### src/rtl/pll_seq_pkg.sv
// Shared types and constants for the PLL sequencer.
package pll_seq_pkg;

  typedef enum logic [2:0] {
    ST_IDLE   = 3'd0,
    ST_SWITCH = 3'd1,
    ST_PRST   = 3'd2,
    ST_LOCK   = 3'd3,
    ST_ENGAGE = 3'd4,
    ST_RUN    = 3'd5,
    ST_ERR    = 3'd6
  } state_e;

  localparam int unsigned REFDIV_W = 8;
  localparam int unsigned FBDIV_W  = 12;
  localparam int unsigned PD1_W    = 4;
  localparam int unsigned PD2_W    = 2;
  localparam int unsigned CNT_W    = 20;

  localparam int unsigned     SW_GAP_DEF       = 4;
  localparam int unsigned     RST_CYC_DEF      = 16;
  localparam int unsigned     LOCK_STABLE_DEF  = 8;
  localparam logic [CNT_W-1:0] LOCK_TIMEOUT_DEF = 20'h1FFFF;

  // A non-bypass request with any zero divider cannot produce a valid PLL setup.
  function automatic logic cfg_illegal(input logic                bp,
                                       input logic [REFDIV_W-1:0] refdiv,
                                       input logic [FBDIV_W-1:0]  fbdiv,
                                       input logic [PD1_W-1:0]    pd1);
    return !bp && ((refdiv == 8'd0) || (fbdiv == 12'd0) || (pd1 == 4'd0));
  endfunction

endpackage

### src/rtl/pll_lock_filt.sv
// Lock stability filter: counts consecutive cycles of raw lock and flags
// the cycle on which the required run length is reached.
module pll_lock_filt
  import pll_seq_pkg::*;
#(
  parameter int unsigned LOCK_STABLE = LOCK_STABLE_DEF
) (
  input  logic clk_i,
  input  logic rst_n_i,
  input  logic clr_i,
  input  logic lock_i,
  output logic stable_o
);

  localparam int unsigned   CW   = $clog2(LOCK_STABLE + 1);
  localparam logic [CW-1:0] LAST = CW'(LOCK_STABLE - 1);
  localparam logic [CW-1:0] MAX  = CW'(LOCK_STABLE);

  logic [CW-1:0] cnt_q;
  logic [CW-1:0] cnt_d;

  // Next count: restart on clear or any lock drop, otherwise saturating increment.
  always_comb begin
    cnt_d = cnt_q;
    if (clr_i || !lock_i) begin
      cnt_d = '0;
    end else if (cnt_q != MAX) begin
      cnt_d = cnt_q + CW'(1);
    end else begin
      cnt_d = cnt_q;
    end
  end

  // Stability counter register.
  always_ff @(posedge clk_i) begin
    if (!rst_n_i) begin
      cnt_q <= '0;
    end else begin
      cnt_q <= cnt_d;
    end
  end

  // Stable on the cycle whose sample completes the required run of lock.
  assign stable_o = lock_i && !clr_i && (cnt_q >= LAST);

endmodule

### src/rtl/pll_seq_ctrl.sv
// PLL sequencer: parks the system clock on the reference, reprograms the
// PLL under bypass/reset, qualifies lock and re-engages the PLL clock.
module pll_seq_ctrl
  import pll_seq_pkg::*;
#(
  parameter int unsigned      SW_GAP       = SW_GAP_DEF,
  parameter int unsigned      RST_CYC      = RST_CYC_DEF,
  parameter int unsigned      LOCK_STABLE  = LOCK_STABLE_DEF,
  parameter logic [CNT_W-1:0] LOCK_TIMEOUT = LOCK_TIMEOUT_DEF
) (
  input  logic                clk_i,
  input  logic                rst_n_i,
  input  logic                cfg_valid_i,
  output logic                cfg_ready_o,
  input  logic                cfg_bp_i,
  input  logic [REFDIV_W-1:0] cfg_refdiv_i,
  input  logic [FBDIV_W-1:0]  cfg_fbdiv_i,
  input  logic [PD1_W-1:0]    cfg_postdiv1_i,
  input  logic [PD2_W-1:0]    cfg_postdiv2_i,
  output logic [REFDIV_W-1:0] refdiv_o,
  output logic [FBDIV_W-1:0]  fbdiv_o,
  output logic [PD1_W-1:0]    postdiv1_o,
  output logic [PD2_W-1:0]    postdiv2_o,
  output logic                bp_o,
  output logic                pll_rst_n_o,
  input  logic                pll_lock_i,
  output logic                clk_sel_o,
  output logic                busy_o,
  output logic                done_o,
  output logic                err_o,
  output logic                lost_o
);

  localparam logic [CNT_W-1:0] SW_LAST  = CNT_W'(SW_GAP - 1);
  localparam logic [CNT_W-1:0] RST_LAST = CNT_W'(RST_CYC - 1);
  localparam logic [CNT_W-1:0] TO_LAST  = LOCK_TIMEOUT - 20'd1;

  state_e              state_q, state_d;
  logic [CNT_W-1:0]    cnt_q, cnt_d;

  // Latched request
  logic                cbp_q, cbp_d;
  logic [REFDIV_W-1:0] cref_q, cref_d;
  logic [FBDIV_W-1:0]  cfb_q, cfb_d;
  logic [PD1_W-1:0]    cpd1_q, cpd1_d;
  logic [PD2_W-1:0]    cpd2_q, cpd2_d;

  // Registered outputs
  logic                ready_q, ready_d;
  logic [REFDIV_W-1:0] refdiv_q, refdiv_d;
  logic [FBDIV_W-1:0]  fbdiv_q, fbdiv_d;
  logic [PD1_W-1:0]    pd1_q, pd1_d;
  logic [PD2_W-1:0]    pd2_q, pd2_d;
  logic                bp_q, bp_d;
  logic                prst_n_q, prst_n_d;
  logic                sel_q, sel_d;
  logic                busy_q, busy_d;
  logic                done_q, done_d;
  logic                err_q, err_d;
  logic                lost_q, lost_d;

  logic                accept_s;
  logic                illegal_s;
  logic                stable_s;
  logic                filt_clr_s;

  assign accept_s   = cfg_valid_i && ready_q;
  assign illegal_s  = cfg_illegal(cfg_bp_i, cfg_refdiv_i, cfg_fbdiv_i, cfg_postdiv1_i);
  assign filt_clr_s = (state_q != ST_LOCK);

  pll_lock_filt #(
    .LOCK_STABLE (LOCK_STABLE)
  ) u_lock_filt (
    .clk_i    (clk_i),
    .rst_n_i  (rst_n_i),
    .clr_i    (filt_clr_s),
    .lock_i   (pll_lock_i),
    .stable_o (stable_s)
  );

  // Next-state logic; an accepted request overrides everything, including lock loss.
  always_comb begin
    state_d = state_q;
    if (accept_s) begin
      state_d = illegal_s ? ST_ERR : ST_SWITCH;
    end else begin
      case (state_q)
        ST_SWITCH: begin
          if (cnt_q == SW_LAST) state_d = cbp_q ? ST_IDLE : ST_PRST;
          else                  state_d = state_q;
        end
        ST_PRST: begin
          if (cnt_q == RST_LAST) state_d = ST_LOCK;
          else                   state_d = state_q;
        end
        ST_LOCK: begin
          if (stable_s)               state_d = ST_ENGAGE;
          else if (cnt_q == TO_LAST)  state_d = ST_ERR;
          else                        state_d = state_q;
        end
        ST_ENGAGE: begin
          if (cnt_q == SW_LAST) state_d = ST_RUN;
          else                  state_d = state_q;
        end
        ST_RUN: begin
          if (!pll_lock_i) state_d = ST_SWITCH;
          else             state_d = state_q;
        end
        default: state_d = state_q;
      endcase
    end
  end

  // Datapath next values: counter, request latch and outputs derived from the next state.
  always_comb begin
    cnt_d    = cnt_q;
    cbp_d    = cbp_q;
    cref_d   = cref_q;
    cfb_d    = cfb_q;
    cpd1_d   = cpd1_q;
    cpd2_d   = cpd2_q;
    refdiv_d = refdiv_q;
    fbdiv_d  = fbdiv_q;
    pd1_d    = pd1_q;
    pd2_d    = pd2_q;
    bp_d     = bp_q;
    prst_n_d = prst_n_q;
    sel_d    = 1'b0;
    ready_d  = 1'b0;
    busy_d   = 1'b0;
    done_d   = 1'b0;
    err_d    = err_q;
    lost_d   = lost_q;

    // Counter restarts on every state entry and saturates otherwise
    if ((state_d != state_q) || accept_s) begin
      cnt_d = '0;
    end else if (cnt_q != {CNT_W{1'b1}}) begin
      cnt_d = cnt_q + 20'd1;
    end else begin
      cnt_d = cnt_q;
    end

    if (accept_s) begin
      cbp_d  = cfg_bp_i;
      cref_d = cfg_refdiv_i;
      cfb_d  = cfg_fbdiv_i;
      cpd1_d = cfg_postdiv1_i;
      cpd2_d = cfg_postdiv2_i;
    end else begin
      cbp_d  = cbp_q;
    end

    // Dividers only move on PRST entry, while the PLL is bypassed and in reset
    if ((state_d == ST_PRST) && (state_q != ST_PRST)) begin
      refdiv_d = cref_q;
      fbdiv_d  = cfb_q;
      pd1_d    = cpd1_q;
      pd2_d    = cpd2_q;
    end else begin
      refdiv_d = refdiv_q;
    end

    // SWITCH keeps bypass/reset as they were so the mux settles before they change
    case (state_d)
      ST_IDLE, ST_ERR: begin
        bp_d = 1'b1; prst_n_d = 1'b0; ready_d = 1'b1;
      end
      ST_SWITCH: begin
        busy_d = 1'b1;
      end
      ST_PRST: begin
        bp_d = 1'b1; prst_n_d = 1'b0; busy_d = 1'b1;
      end
      ST_LOCK: begin
        bp_d = 1'b1; prst_n_d = 1'b1; busy_d = 1'b1;
      end
      ST_ENGAGE: begin
        bp_d = 1'b0; prst_n_d = 1'b1; busy_d = 1'b1;
      end
      ST_RUN: begin
        bp_d = 1'b0; prst_n_d = 1'b1; sel_d = 1'b1; ready_d = 1'b1;
      end
      default: begin
        bp_d = 1'b1; prst_n_d = 1'b0;
      end
    endcase

    done_d = ((state_d == ST_RUN) && (state_q != ST_RUN)) ||
             ((state_d == ST_IDLE) && (state_q == ST_SWITCH)) ||
             (accept_s && illegal_s);

    if (state_d == ST_ERR)  err_d = 1'b1;
    else if (accept_s)      err_d = 1'b0;
    else                    err_d = err_q;

    if (accept_s)                                 lost_d = 1'b0;
    else if ((state_q == ST_RUN) && !pll_lock_i)  lost_d = 1'b1;
    else                                          lost_d = lost_q;
  end

  // State, latch and output registers with synchronous reset to the parked condition.
  always_ff @(posedge clk_i) begin
    if (!rst_n_i) begin
      state_q  <= ST_IDLE;
      cnt_q    <= '0;
      cbp_q    <= 1'b1;
      cref_q   <= '0;
      cfb_q    <= '0;
      cpd1_q   <= '0;
      cpd2_q   <= '0;
      ready_q  <= 1'b1;
      refdiv_q <= '0;
      fbdiv_q  <= '0;
      pd1_q    <= '0;
      pd2_q    <= '0;
      bp_q     <= 1'b1;
      prst_n_q <= 1'b0;
      sel_q    <= 1'b0;
      busy_q   <= 1'b0;
      done_q   <= 1'b0;
      err_q    <= 1'b0;
      lost_q   <= 1'b0;
    end else begin
      state_q  <= state_d;
      cnt_q    <= cnt_d;
      cbp_q    <= cbp_d;
      cref_q   <= cref_d;
      cfb_q    <= cfb_d;
      cpd1_q   <= cpd1_d;
      cpd2_q   <= cpd2_d;
      ready_q  <= ready_d;
      refdiv_q <= refdiv_d;
      fbdiv_q  <= fbdiv_d;
      pd1_q    <= pd1_d;
      pd2_q    <= pd2_d;
      bp_q     <= bp_d;
      prst_n_q <= prst_n_d;
      sel_q    <= sel_d;
      busy_q   <= busy_d;
      done_q   <= done_d;
      err_q    <= err_d;
      lost_q   <= lost_d;
    end
  end

  assign cfg_ready_o = ready_q;
  assign refdiv_o    = refdiv_q;
  assign fbdiv_o     = fbdiv_q;
  assign postdiv1_o  = pd1_q;
  assign postdiv2_o  = pd2_q;
  assign bp_o        = bp_q;
  assign pll_rst_n_o = prst_n_q;
  assign clk_sel_o   = sel_q;
  assign busy_o      = busy_q;
  assign done_o      = done_q;
  assign err_o       = err_q;
  assign lost_o      = lost_q;

endmodule
### config.mk
export PLATFORM = sky130hd
export DESIGN_NAME = pll_seq_ctrl
export DESIGN_NICKNAME = d
export VERILOG_FILES = /design/src/rtl/pll_seq_pkg.sv /design/src/rtl/pll_lock_filt.sv /design/src/rtl/pll_seq_ctrl.sv
export SDC_FILE = /design/constraint.sdc
export NUM_CORES = 1
export LEC_CHECK = 0
export CORE_UTILIZATION = 50
export CTS_CLUSTER_SIZE = 28
export DETAILED_ROUTE_END_ITERATION = 10
export HOLD_SLACK_MARGIN = 0.12
export PLACE_DENSITY_LB_ADDON = 0.15
export SLEW_MARGIN = 40
export SYNTH_ARGS = -nofsm -noshare
export SYNTH_HDL_FRONTEND = slang
export SYNTH_SLANG_ARGS = --single-unit
### constraint.sdc
create_clock -name clk_i -period 4.8 [get_ports clk_i]
set_clock_uncertainty 0.1 [all_clocks]
set_input_delay 0.96 -clock clk_i [delete_from_list [all_inputs] [get_ports clk_i]]
set_output_delay 0.96 -clock clk_i [all_outputs]
set_load 0.05 [all_outputs]
* After elaboration in Yosys (flattened, before gate mapping)
Index checks and enable logic that the tools add are counted.
Widths: inputs -> output; s select.
** Word-level totals
- Register bits :: 88
- Output and inout bits :: 34
** Cells by class
- Add/sub/neg operators :: 2
- $lt $le $gt $ge :: 1
- Equal/unequal tests :: 20
- Multiplexer cells :: 17
- Bitwise logic cells :: 1
- Reductions and logical operators :: 30
** Operator list (count)
- $mux 3 :: 8
- $add 20x1->20 const B :: 1
- $eq 20x17->1 const B :: 1
- $eq 20x2->1 const B :: 1
- $eq 20x4->1 const B :: 1
- $ne 20x20->1 const B :: 1
- $eq 3x3->1 const B :: 5
- $pmux 3 s5 :: 1
- $eq 3x2->1 const B :: 4
- $logic_not 12->1 :: 1
- $logic_and 1x1->1 :: 9
- $logic_not 8->1 :: 1
- $reduce_or 2->1 :: 4
- $eq 3x1->1 const B :: 2
- $logic_or 1x1->1 :: 6
- $ne 3x2->1 const B :: 2
- $reduce_or 3->1 :: 2
- $mux 1 :: 5
- $add 4x1->4 const B :: 1
- $ge 4x3->1 const B :: 1
- $logic_not 4->1 :: 1
- $ne 4x4->1 const B :: 1
- $pmux 1 s2 :: 2
- $reduce_or 4->1 :: 1
- 7 further kinds :: 9

* Depth between registers and ports, before layout
Gate-level depths: netlist of the first run.
- Depth after elaboration :: 11
- Mapped depth :: 9

* By module
A second synthesis of the first run with hierarchy kept.
** Unflattened totals
- Cell total of the unflattened synthesis :: 467
- Area total of the unflattened synthesis :: 4007.6 um^2
** By module, submodules not included
- pll_seq_ctrl :: instances 1, cells an instance 444, area each 3788.6 um^2
- pll_lock_filt :: instances 1, cells an instance 23, area each 219.0 um^2

* Least setup slack after synthesis of the first run
Ideal clock, no wire load.
- Path kind :: in2reg
- From :: in cfg_fbdiv_i[6]
- To :: reg busy_q, in the netlist busy_o
- Arrival time :: 2210 ps
- Required time :: 4577 ps
- Slack :: 2367 ps
- Stages :: 6
- Path buffers :: 0
- Path through :: nor4_1 > nand3_1 > a21boi_1 > nand2b_1 > nor2_1 > mux2_1
** Between the ends
- Word-level cells in the longest chain between the ends :: 9
** RTL lines
- start: declaration :: RTL line pll_seq_ctrl.sv:17 : input logic [FBDIV_W-1:0] cfg_fbdiv_i,
- $logic_not 12->1 (*) :: RTL line pll_seq_pkg.sv:30 : return !bp && ((refdiv == 8'd0) || (fbdiv == 12'd0) || (pd1 == 4'd0));
- $logic_or 1x1->1 (*) (2 in series) :: RTL line pll_seq_pkg.sv:30
- $logic_and 1x1->1 (*) :: RTL line pll_seq_pkg.sv:30
- $mux 3 (*) :: RTL line pll_seq_ctrl.sv:85 : state_d = illegal_s ? ST_ERR : ST_SWITCH;
- $mux 3 (*) :: RTL line pll_seq_ctrl.sv:84 : if (accept_s) begin
- $eq 3x2->1, or another cell as far along :: RTL line pll_seq_ctrl.sv:165 : case (state_d)
- $reduce_or 4->1 (no line) (*)
- $mux 1 (*) :: RTL line pll_seq_ctrl.sv:165
- end signal: assignment :: RTL line pll_seq_ctrl.sv:240 : busy_q <= busy_d;
- end: declaration :: RTL line pll_seq_ctrl.sv:57 : logic busy_q, busy_d;
Mark *: on every way between the ends. The rest lies on a longest branch, timed or not.
A chain may end at the register's enable or synchronous reset.

* Worst setup path after layout of the first run
- From :: in cfg_valid_i
- To :: reg busy_q, in the netlist busy_o
** Between the ends
- Word-level cells in the longest chain between the ends :: 5
** RTL lines
- start: declaration :: RTL line pll_seq_ctrl.sv:13 : input logic cfg_valid_i,
- $logic_and 1x1->1 (*) :: RTL line pll_seq_ctrl.sv:67 : assign accept_s = cfg_valid_i && ready_q;
- $mux 3 (*) :: RTL line pll_seq_ctrl.sv:84
- $eq 3x2->1, or another cell as far along :: RTL line pll_seq_ctrl.sv:165
- $reduce_or 4->1 (no line) (*)
- $mux 1 (*) :: RTL line pll_seq_ctrl.sv:165
Marked as above.

==> results summary, run 1 <==
The flow ran to the end, and the final reports show no timing, DRC or antenna violations. The via count of the first global-routing pass is between 3000 and 4000. The post-synthesis net count came out at between 500 and 600.

Synthesis produced a netlist whose cell count is between 400 and 500. After detailed routing, the number of remaining DRC violations is 0. The switching power is between 300 and 400 uW. The number of endpoints with negative hold slack in the final report is 0. For this design, the sink count on the clock tree is 88.

The sequential element share of the synthesized area is 0.465. The required time of the critical path is between 4 and 5 ns. The number of hold buffers added after CTS is 0. Across the VDD grid, the largest voltage drop is 0.000176 V.

The synthesized-area fraction occupied by adder cells came out at 0.0132. The part of the power in registers came out at 0.509. The number of DRC markers after the initial detailed-route iteration is 209. The chip width is between 80 and 90 um. The setup total negative slack came out at 0 ns.

The pin count of the biggest net entering global routing is 55. The aggregate global-route resource usage came out at 0.227. The initial antenna violation count was 0. The XOR/XNOR share of the synthesized area came out at 0.0370. The cell leakage power came out at between 1.5 and 2 nW.

By instance count, the leading cell after synthesis is sky130_fd_sc_hd__nand2_1. The flop-to-flop setup slack came out at slightly above 2 ns. The clock root buffer is sky130_fd_sc_hd__clkbuf_8. STA classifies the critical path endpoint as a register.

Based on the critical path, the design can be clocked at up to between 0.3 and 0.4 GHz. The area fraction of the dominant cell type after synthesis is 0.465. 65 I/O pins were placed.

STA classifies the critical path startpoint as an input port. Buffers placed on the I/O ports in this run total 64. The final wirelength came out at 8710 um. The average wire per standard cell came out at about 14 um. The sum of net half-perimeters after detailed placement is between 6000 and 7000 um. The synthesized design contains 88 register bits. Clock tree synthesis inserted a total of 9 buffers. The core box area is 7290 um2. The count of antenna diodes in the layout is 0. The filler cells instantiated in the layout total 653.

The latest clock arrival within the worst-skew pair came out at 0.35 ns. The share of flip-flops with an asynchronous set or reset came out at 0. TritonCTS built the clock tree.

The number of levels in the clock H-tree came out at 3. For this design the ratio of total power to cell area is ~310 nW/um2. The wire length of the first global-routing pass is approximately 14000 um. The placement row count is 31. The worst-case hold slack came out at around 0.35 ns. From synthesis to final layout, the design area changed by 25.3%. The number of flops mapped to enable cells by yosys came out at 0. The final max-slew violation count came out at 0. After synthesis, the mean cell area works out to 7.99 um2.

The starting utilization of the core area is 0.520. Counting instances in the post-synthesis netlist gives the leading cell types as 120 x sky130_fd_sc_hd__nand2_1, 88 x sky130_fd_sc_hd__dfxtp_1, 67 x sky130_fd_sc_hd__a21oi_1, 40 x sky130_fd_sc_hd__nor2_1. The maximum number of buffers from clock root to sink is 2. The time the worst path needs with I/O delays and setup is between 3 and 4 ns. The total of max-cap violations is 0. The most area-hungry cell type in the Yosys netlist is sky130_fd_sc_hd__dfxtp_1. The share of final-layout standard cells stronger than drive strength 1 is 0.0616. Setup repair after global routing left no endpoint under its margin. The layout net count is 566. The total internal power came out at 1.15 mW. Along the worst path, the maximum fanout reaches 17. The post-placement cell area is between 4000 and 5000 um2. Setup violations remaining at the end of the flow were counted as 0. Yosys printed 0 warnings. The total power consumption of the routed design is approximately 1.5 mW. At the end of routability-driven placement, the weighted congestion stood at ~0.84.

The clock-pin transition on the worst setup and hold timing paths is 0.09 ns. The mux contribution to synthesized area is 0.0201. The worst setup path is of the in2reg kind. The total via count after detailed routing came out at 3430. The average vias per placed instance came out at approximately 5.4.

The switching share of power came out at 0.232. The share of total power dissipated in combinational logic is 0.081. Of the total power, the clock network draws 0.411.

The post-CTS setup repair buffer count is 0. After synthesis, the largest family of logic cells by area is simple AND/OR/NAND/NOR gates. Among all flip-flop cells after synthesis, the most frequent one is sky130_fd_sc_hd__dfxtp_1.

The critical path arrival came out at around 3.4 ns. The post-route clock period utilization came out at 0.684. Ranked by total cell area, the synthesized netlist is headed by sky130_fd_sc_hd__dfxtp_1 46%, sky130_fd_sc_hd__nand2_1 12%, sky130_fd_sc_hd__a21oi_1 8.9%. The path class of the tightest hold or removal check is reg2reg. The first TritonRoute pass finished after 4 iterations. The area of the die is 7930 um2. At the pin with the least slew margin, the transition time is ~0.62 ns. The unique cell type count in the Yosys netlist is 49.

The die boundary height is between 80 and 90 um. The simple logic cell fraction of the synthesized area is 0.302. The post-cts repair resize count is 0. The headroom to the max-slew limit came out at 0.588.

The design area came out at approximately 4700 um2. The post-synthesis instance area came out at roughly 3800 um2. The remaining global-route overflow came out at 0. The detail route stage leaves a number of antenna-violating nets equal to 0. The area fraction in compound gates after synthesis is 0.131.
==> placed cells by master (no fill, tap or decap), drive strengths merged, types with 5 or more instances in the layout <==
cell type      synthesis  routed
clkbuf                13      10
xor2                   8       8
nand2                121     121
clkdlybuf4s50          0      64
nand4                  9       9
mux2                   5       5
inv                    8       9
a21oi                 68      68
xnor2                  8       8
o21ai                  8       8
and2                   6       6
nand3                 14      14
nor3                  14      14
a211oi                 5       5
nor4                  11      11
nor2                  41      41
dfxtp                 88      88
==> cell type report <==
class | instances | area (um2) | share of cell area
clock buffers | 10 | 128 | 0.0269
clock inverters | 6 | 116 | 0.0245
inverters | 8 | 30.0 | 0.00633
multi-input cells | 356 | 1920 | 0.404
flip-flops and latches | 88 | 1760 | 0.371
well taps | 99 | 124 | 0.0261
repair buffers | 68 | 671 | 0.141
==> cells by family after synthesis <==
group | after synthesis
adders and majority gates | 4
buffers and inverters | 30
AOI/OAI and AO/OA | 90
xor gates and xnor gates | 16
DFF | 88
and+or+nand+nor | 239
muxes | 7
==> path summary, 6_finish.rpt <==
path / start / end / cells after the start
min: refdiv_o[1]$_SDFFE_PN0P_ / refdiv_o[1]$_SDFFE_PN0P_ / 2
min reg2reg: refdiv_o[1]$_SDFFE_PN0P_ / refdiv_o[1]$_SDFFE_PN0P_ / 2
max: cfg_valid_i / busy_o$_SDFF_PN0_ / 8
max reg2reg: cnt_q[1]$_SDFFE_PP0P_ / cnt_q[1]$_SDFFE_PP0P_ / 7
==> routing by layer <==
metal	share of wire	up-vias	global-route usage
met5	0	-	0
met4	0.017	0	0.0880
met3	0.035	15	0.0323
met2	0.49	68	0.374
met1	0.46	1608	0.302
li1	-	1739	-
==> registers in the layout (all words and copies together), names as in the netlist, 2 cells and up <==
signal,count
cpd2_q,2
state_q,3
refdiv_o,8
postdiv1_o,4
cref_q,8
cfb_q,12
cpd1_q,4
postdiv2_o,2
u_lock_filt.cnt_q,4
fbdiv_o,12
cnt_q,20
==> power by group through the flow <==
| stage | logic (mW) | clock network [mW] | registers [mW] |
|---|---|---|---|
| after floorplan | 0.0642 | 0 | 0.780 |
| after global placement | 0.117 | 0 | 0.777 |
| after detailed placement | 0.119 | 0 | 0.777 |
| after CTS | 0.120 | 0.622 | 0.760 |
| after global routing | 0.131 | 0.659 | 0.762 |
| final | 0.120 | 0.613 | 0.760 |
==> critical path, stage by stage <==
cell and delay (ns):
sky130_fd_sc_hd__clkdlybuf4s50_1 0.47, sky130_fd_sc_hd__nand2_1 0.34, sky130_fd_sc_hd__buf_4 0.35, sky130_fd_sc_hd__nor2_1 0.14, sky130_fd_sc_hd__a21boi_1 0.47, sky130_fd_sc_hd__nand2b_1 0.32, sky130_fd_sc_hd__nor2_1 0.06, sky130_fd_sc_hd__mux2_1 0.29
==> through the flow <==
stage / cells / setup WS [ns] / utilization
5_1_grt: 635 / 1.34 / 0.651
4_1_cts: 635 / 1.42 / 0.650
3_3_place_gp: 619 / 1.16 / 0.616
2_1_floorplan: 474 / 2.37 / -
3_5_place_dp: 619 / 1.05 / 0.616
6_report: 635 / 1.52 / 0.651
(Power assumes the default switching activity.)
==> inputs of run 2 (changes only) <==
CORE_UTILIZATION = 47   (was 50)
clock period = 2.7 ns   (was 4.8 ns; I/O delays follow)
==> run 2 against run 1 <==
Core utilization is 3.3 points lower. Global-route usage is 0.67 points lower. Final area is 1.2% higher. Via count is 0.64% higher. Die area is 6.2% higher. Worst setup slack worse by 1.3 ns. Sequential cell count stayed put. Routed wire length is 1.9% higher. Non-clock buffer count is 11 higher. First-iteration DRC count is 43% lower. Critical endpoint is now cnt_q[1]$_SDFFE_PP0P_.
==> results summary, run 2 (synthesis gave the netlist of run 1 again) <==
The run finished with clean final reports. The fill cell instance count of the final layout came out at 717. The register with the most flip-flops in the layout has 20 of them. At the end of the flow the core is filled with cells to 0.618. cnt_q holds more flip-flops than any other register. Setup violations remaining at the end of the flow were counted as 0. The number of hold buffers added after CTS came out at 0. The timing-limited maximum frequency came out at 0.408 GHz. The starting utilization of the core area is 0.488. The via count of the first global-routing pass came out at 3246. The final max-slew violation count came out at 0. The total length of routed met3 wires is 269 um. The total of max-cap violations came out at 0. Adding up every negative setup slack in the final design gives 0 ns.

The total iterations of the first detailed-routing run is 4. The finished layout holds roughly 650 standard cells, fillers aside. The clock-pin transition on the worst setup and hold timing paths is roughly 0.09 ns. The aggregate global-route resource usage came out at 0.220.

The post-route clock period utilization came out at 0.908. The cell depth of the worst hold path came out at 2. The post-placement cell area came out at between 4000 and 5000 um2.

The initial antenna violation count is 0. Dividing the detail-routed wire length by the instance count gives around 14 um. For this block, the initial DRC count from the detailed router was between 100 and 150.

The chip width came out at a little over 90 um. The number of buffers inserted during clock tree synthesis is 9. The clock root buffer is sky130_fd_sc_hd__clkbuf_8. The length of routed met2 wiring came out at roughly 4200 um. In the routed design, unresolved DRC markers number 0. The library cells used most frequently in the layout, excluding fill and tap cells, are 120 x sky130_fd_sc_hd__nand2_1, 88 x sky130_fd_sc_hd__dfxtp_1, 67 x sky130_fd_sc_hd__a21oi_1, 64 x sky130_fd_sc_hd__clkdlybuf4s50_1, 40 x sky130_fd_sc_hd__nor2_1. For this block, wires on met1 add up to between 4000 and 5000 um. The die boundary height is about 90 um. The highest layer touched by signal routing is met4. The pin count of the biggest net entering global routing is 34.

The number of sinks on the clock net is 88. At the worst endpoint, the arrival time is 2.60 ns. The worst-case hold slack came out at 0.356 ns.

The category of the worst setup path capture point is a register. Setup repair after global routing left no endpoint under its margin. The latest clock arrival within the worst-skew pair is 0.36 ns. The cell leakage power is about 1.7 nW. The kind of critical path is reg2reg. After legalization and detailed placement, the total HPWL measured 6210 um. Of all nets on the critical path, the largest fanout is 8. The number of buffers added on ports is 64. At the pin with the least slew margin, the transition time is between 0.5 and 0.6 ns. The remaining global-route overflow came out at 0. The maximum number of buffers from clock root to sink came out at 2. The required time of the critical path came out at 2.85 ns. The headroom to the max-slew limit came out at 0.599. The area of the die came out at 8420 um2.

The layout net count is around 580. The sequential standard cell area came out at ~1800 um2. The maximum ir drop on the vdd rail came out at between 0.0002 and 0.0003 V.

The number of top-level pins is 65. The wire length of the first global-routing pass is 14800 um. The power per standard cell area came out at 539 nW/um2.

The design area is a little under 5000 um2. The total via count after detailed routing is between 3000 and 4000. The min-delay analysis places its worst path in the category reg2reg. Overall power consumption after layout is estimated at 2.59 mW. The average vias per placed instance came out at between 5 and 6. The instance count after placement with tap cells included is about 630. The number of levels in the clock H-tree came out at 3.

The time the worst path needs with I/O delays and setup is ~2.5 ns. The congestion estimate from routability-driven global placement came to ~0.86. The cell count of the worst reg-to-reg path is 7. The worst setup path is launched from a register.

The number of endpoints with negative hold slack in the final report came out at 0. The placement row count is 32. Leaving out fill and tap cells, the most frequent cell in the layout is sky130_fd_sc_hd__nand2_1. TritonCTS built the clock tree.

The core region is 7770 um2. The setup slack after layout is between 0.2 and 0.25 ns. The routed design has ~9000 um of wire.

0 antenna diodes ended up in the layout. The number of routed nets with antenna violations is 0. The share of final-layout standard cells stronger than drive strength 1 is 0.0788. The layout overhead on the synthesized area came out at 26.8%. Timing analysis after detailed placement gives a worst setup slack of roughly 0.14 ns. In the final layout, the multi-input gates occupy roughly 1900 um2.
==> run 2: repair_timing <==
item                       CTS  global route
resized for setup            0             1
setup endpoints to repair    0             2
buffers inserted             0             0
==> run 2: worst paths after layout <==
check	to	slack (ns)	start
max	cnt_q[1]$_SDFFE_PP0P_	0.25	cnt_q[1]$_SDFFE_PP0P_
min	fbdiv_o[3]$_SDFFE_PN0P_	0.36	fbdiv_o[3]$_SDFFE_PN0P_
max reg2reg	cnt_q[1]$_SDFFE_PP0P_	0.25	cnt_q[1]$_SDFFE_PP0P_
min reg2reg	fbdiv_o[3]$_SDFFE_PN0P_	0.36	fbdiv_o[3]$_SDFFE_PN0P_
==> run 2: per-layer routing <==
metal,GRT usage,vias up
li1,-,1754
met1,0.281,1616
met2,0.370,65
met3,0.0290,17
met4,0.0990,0
met5,0,-
==> run 2: worst max-delay path, stage by stage, from the launching register on <==
cell and delay (ns):
sky130_fd_sc_hd__dfxtp_1 0.44, sky130_fd_sc_hd__ha_1 0.27, sky130_fd_sc_hd__nor3b_1 0.27, sky130_fd_sc_hd__nand2_1 0.08
sky130_fd_sc_hd__nor2_1 0.14, sky130_fd_sc_hd__mux2_2 0.44, sky130_fd_sc_hd__a21oi_4 0.24, sky130_fd_sc_hd__mux2_2 0.36
==> run 2: report_power, final <==
| part | internal, mW | switching (mW) |
|---|---|---|
| clock | 0.525 | 0.487 |
| combinational | 0.0975 | 0.127 |
| sequential | 1.33 | 0.0218 |
| total | 1.95 | 0.636 |
==> run 2: final cells by class <==
class | instances | share of cell area
sequential | 88 | 0.367
tap | 102 | 0.0266
timing repair buffer | 79 | 0.157
clock buffer | 9 | 0.0258
clock inverter | 6 | 0.0190
multi-input combinational | 356 | 0.399
inverter | 8 | 0.00625
==> inputs of run 3 (changes only) <==
CORE_MARGIN = 4   (was unset)
==> run 3 against run 2 <==
Final area shrank 0.50%. Power shrank 3.1%. Die area grew 14%. Register-to-register slack gained 0.05 ns. Routed wire length grew 0.52%. First-iteration DRC count grew 17%. Final cell count is the same. Highest routed layer unchanged.
==> results summary, run 3 (synthesis gave the netlist of run 1 again) <==
The count of antenna diodes in the layout came out at 0. TritonCTS built the clock tree. The length of routed met2 wiring came out at between 4000 and 5000 um.

The sum of net half-perimeters after detailed placement came out at 6290 um. The final max-slew violation count is 0. The number of levels in the clock H-tree came out at 3. During I/O placement, the number of pins put on the boundary was 65. Clock tree synthesis selected as its root buffer the cell sky130_fd_sc_hd__clkbuf_8.

The cell that appears most often on the critical path is sky130_fd_sc_hd__mux2_2. The maximum ir drop on the vdd rail is 0.000285 V. The routability congestion estimate came out at 0.880. The number of DRC markers after the initial detailed-route iteration came out at roughly 140. The register containing the most flip-flops in the final layout is cnt_q.

After detailed routing, no signal wire sits above met4. The chip width is about 98 um. The top cell types in the final layout, fill and taps aside, are 120 x sky130_fd_sc_hd__nand2_1, 88 x sky130_fd_sc_hd__dfxtp_1, 67 x sky130_fd_sc_hd__a21oi_1, 64 x sky130_fd_sc_hd__clkdlybuf4s50_1, 40 x sky130_fd_sc_hd__nor2_1.

The via count of the first global-routing pass came out at about 3300. The clock passes through at most 2 buffers. The number of hold buffers added after CTS is 0.

The number of buffers added on ports is 64. The critical path arrival came out at ~2.6 ns. Setup repair after global routing left no endpoint under its margin. The post-route clock period utilization is 0.890. The timing-limited maximum frequency is between 0.4 and 0.5 GHz. The clock-pin transition on the worst setup and hold timing paths came out at about 0.09 ns. The total of max-cap violations came out at 0. The region available for standard cell placement spans around 7800 um2. The later pin in the worst-skew pair is clocked with a latency of about 0.36 ns. The path class of the tightest hold or removal check is reg2reg. STA classifies the critical path startpoint as a register. The instance count after placement with tap cells included came out at around 630. The worst register-to-register path has a setup slack of 0.30 ns.

The total DRC errors in the routed layout came out at 0. After detailed routing, the average wire length per cell comes to about 14 um. The largest single stage delay on the critical path is ~0.43 ns. The length of routed wiring on met1 came out at slightly above 4000 um. The headroom to the max-slew limit came out at 0.585. Using the TritonRoute via totals, the vias-per-cell ratio works out to 5.32. The die boundary height is ~98 um. In this run the core area contains 32 standard-cell rows.

The layout net count came out at approximately 580. The required time of the critical path is approximately 2.9 ns. The library cell used most frequently in the layout, excluding fill and tap cells, is sky130_fd_sc_hd__nand2_1. The run finished with clean final reports. The fill cell instance count of the final layout is around 700. The starting utilization of the core area came out at 0.488. The final number of setup-violating endpoints is 0. The number of standard cells in the final layout excluding fillers came out at around 650. The layout overhead on the synthesized area came out at 26.1%.

The number of flip-flops under the largest register name is 20. The total length of routed met3 wires came out at ~460 um. The design draws approximately 2.5 mW.

The count of buffer and inverter cells on the critical path came out at 0. The power per standard cell area came out at around 520 nW/um2. Of all nets on the critical path, the largest fanout is 8. The total via count after detailed routing came out at approximately 3400. The critical path is of the reg2reg type. The post-CTS setup repair buffer count is 0.

The count of nets left with antenna violations once routing finished came out at 0. The worst-case hold slack came out at 0.351 ns. The number of endpoints with negative hold slack in the final report is 0. The wire length of the first global-routing pass came out at between 10000 and 15000 um.

The slowest cell on the critical path is sky130_fd_sc_hd__dfxtp_1. The final wirelength came out at ~8900 um. The area of the die came out at between 9000 and 10000 um2. The initial antenna violation count is 0. The slew at the pin closest to its max-slew limit came out at between 0.6 and 0.7 ns. The pin count of the biggest net entering global routing is 56. The number of buffers inserted during clock tree synthesis came out at 9. The sequential standard cell area is 1760 um2.

The post-cts repair resize count is 0. The total overflow left after global routing is 0. The analysis attributes to cell leakage a power of ~1.7 nW. The time the worst path needs with I/O delays and setup came out at roughly 2.4 ns. The total iterations of the first detailed-routing run came out at 4.

The aggregate global-route resource usage is 0.186. The share of final-layout standard cells stronger than drive strength 1 came out at 0.0769. The combined area of the multi-input logic cells is 1910 um2. Among cell families on the critical path, the largest total delay comes from multiplexers. The critical path goes through ha_1, nor3b_1, nand2_1, nor2_1, mux2_2, a21oi_2, mux2_2. The tree built by TritonCTS fans out to 88 sinks. The setup total negative slack is 0 ns. STA classifies the critical path endpoint as a register.
==> run 3: changes by cell type in the layout (fill, tap and decap cells not counted), sizes merged <==
cell	delta
inv	-2
clkinvlp	+2
bufinv	-1
buf	-1
clkbuf	+2
==> run 3: where the power goes <==
group	leakage (nW)	switching (mW)	internal (mW)	total (mW)
clock network	0.0977	0.475	0.461	0.936
logic	0.841	0.126	0.0941	0.220
registers	0.714	0.0218	1.33	1.35
total	1.65	0.623	1.88	2.51
==> run 3: worst paths after layout <==
kind | startpoint | cells past startpoint | endpoint
max | cnt_q[1]$_SDFFE_PP0P_ | 7 | cnt_q[1]$_SDFFE_PP0P_
min | postdiv2_o[0]$_SDFFE_PN0P_ | 2 | postdiv2_o[0]$_SDFFE_PN0P_
max reg2reg | cnt_q[1]$_SDFFE_PP0P_ | 7 | cnt_q[1]$_SDFFE_PP0P_
min reg2reg | postdiv2_o[0]$_SDFFE_PN0P_ | 2 | postdiv2_o[0]$_SDFFE_PN0P_
==> run 3: tightest hold or removal path, stage by stage (launching register included) <==
cell and delay (ns):
sky130_fd_sc_hd__dfxtp_1 0.31, sky130_fd_sc_hd__nand2_1 0.05, sky130_fd_sc_hd__a21oi_1 0.05
==> run 3: final cells by class <==
class | instances | share of cell area
clock buffers | 11 | 0.0296
inverters | 8 | 0.00628
repair buffers | 78 | 0.156
flip-flops and latches | 88 | 0.369
clock inverters | 5 | 0.0136
multi-input cells | 356 | 0.399
well taps | 102 | 0.0267
==> run 3: metrics by stage <==
step / utilization / instance area [um2] / setup WS, ns
floorplan: - / 3790 / 0.355
global placement: 0.589 / 4570 / 0.212
detailed placement: 0.589 / 4570 / 0.162
CTS: 0.615 / 4780 / 0.292
global route: 0.615 / 4780 / 0.0387
finish: 0.615 / 4780 / 0.297
==> run 3: per-layer routing <==
layer / vias to the layer above / GRT usage
met5: - / 0
met4: 0 / 0.0671
met3: 13 / 0.0464
met2: 77 / 0.303
met1: 1599 / 0.240
li1: 1758 / -
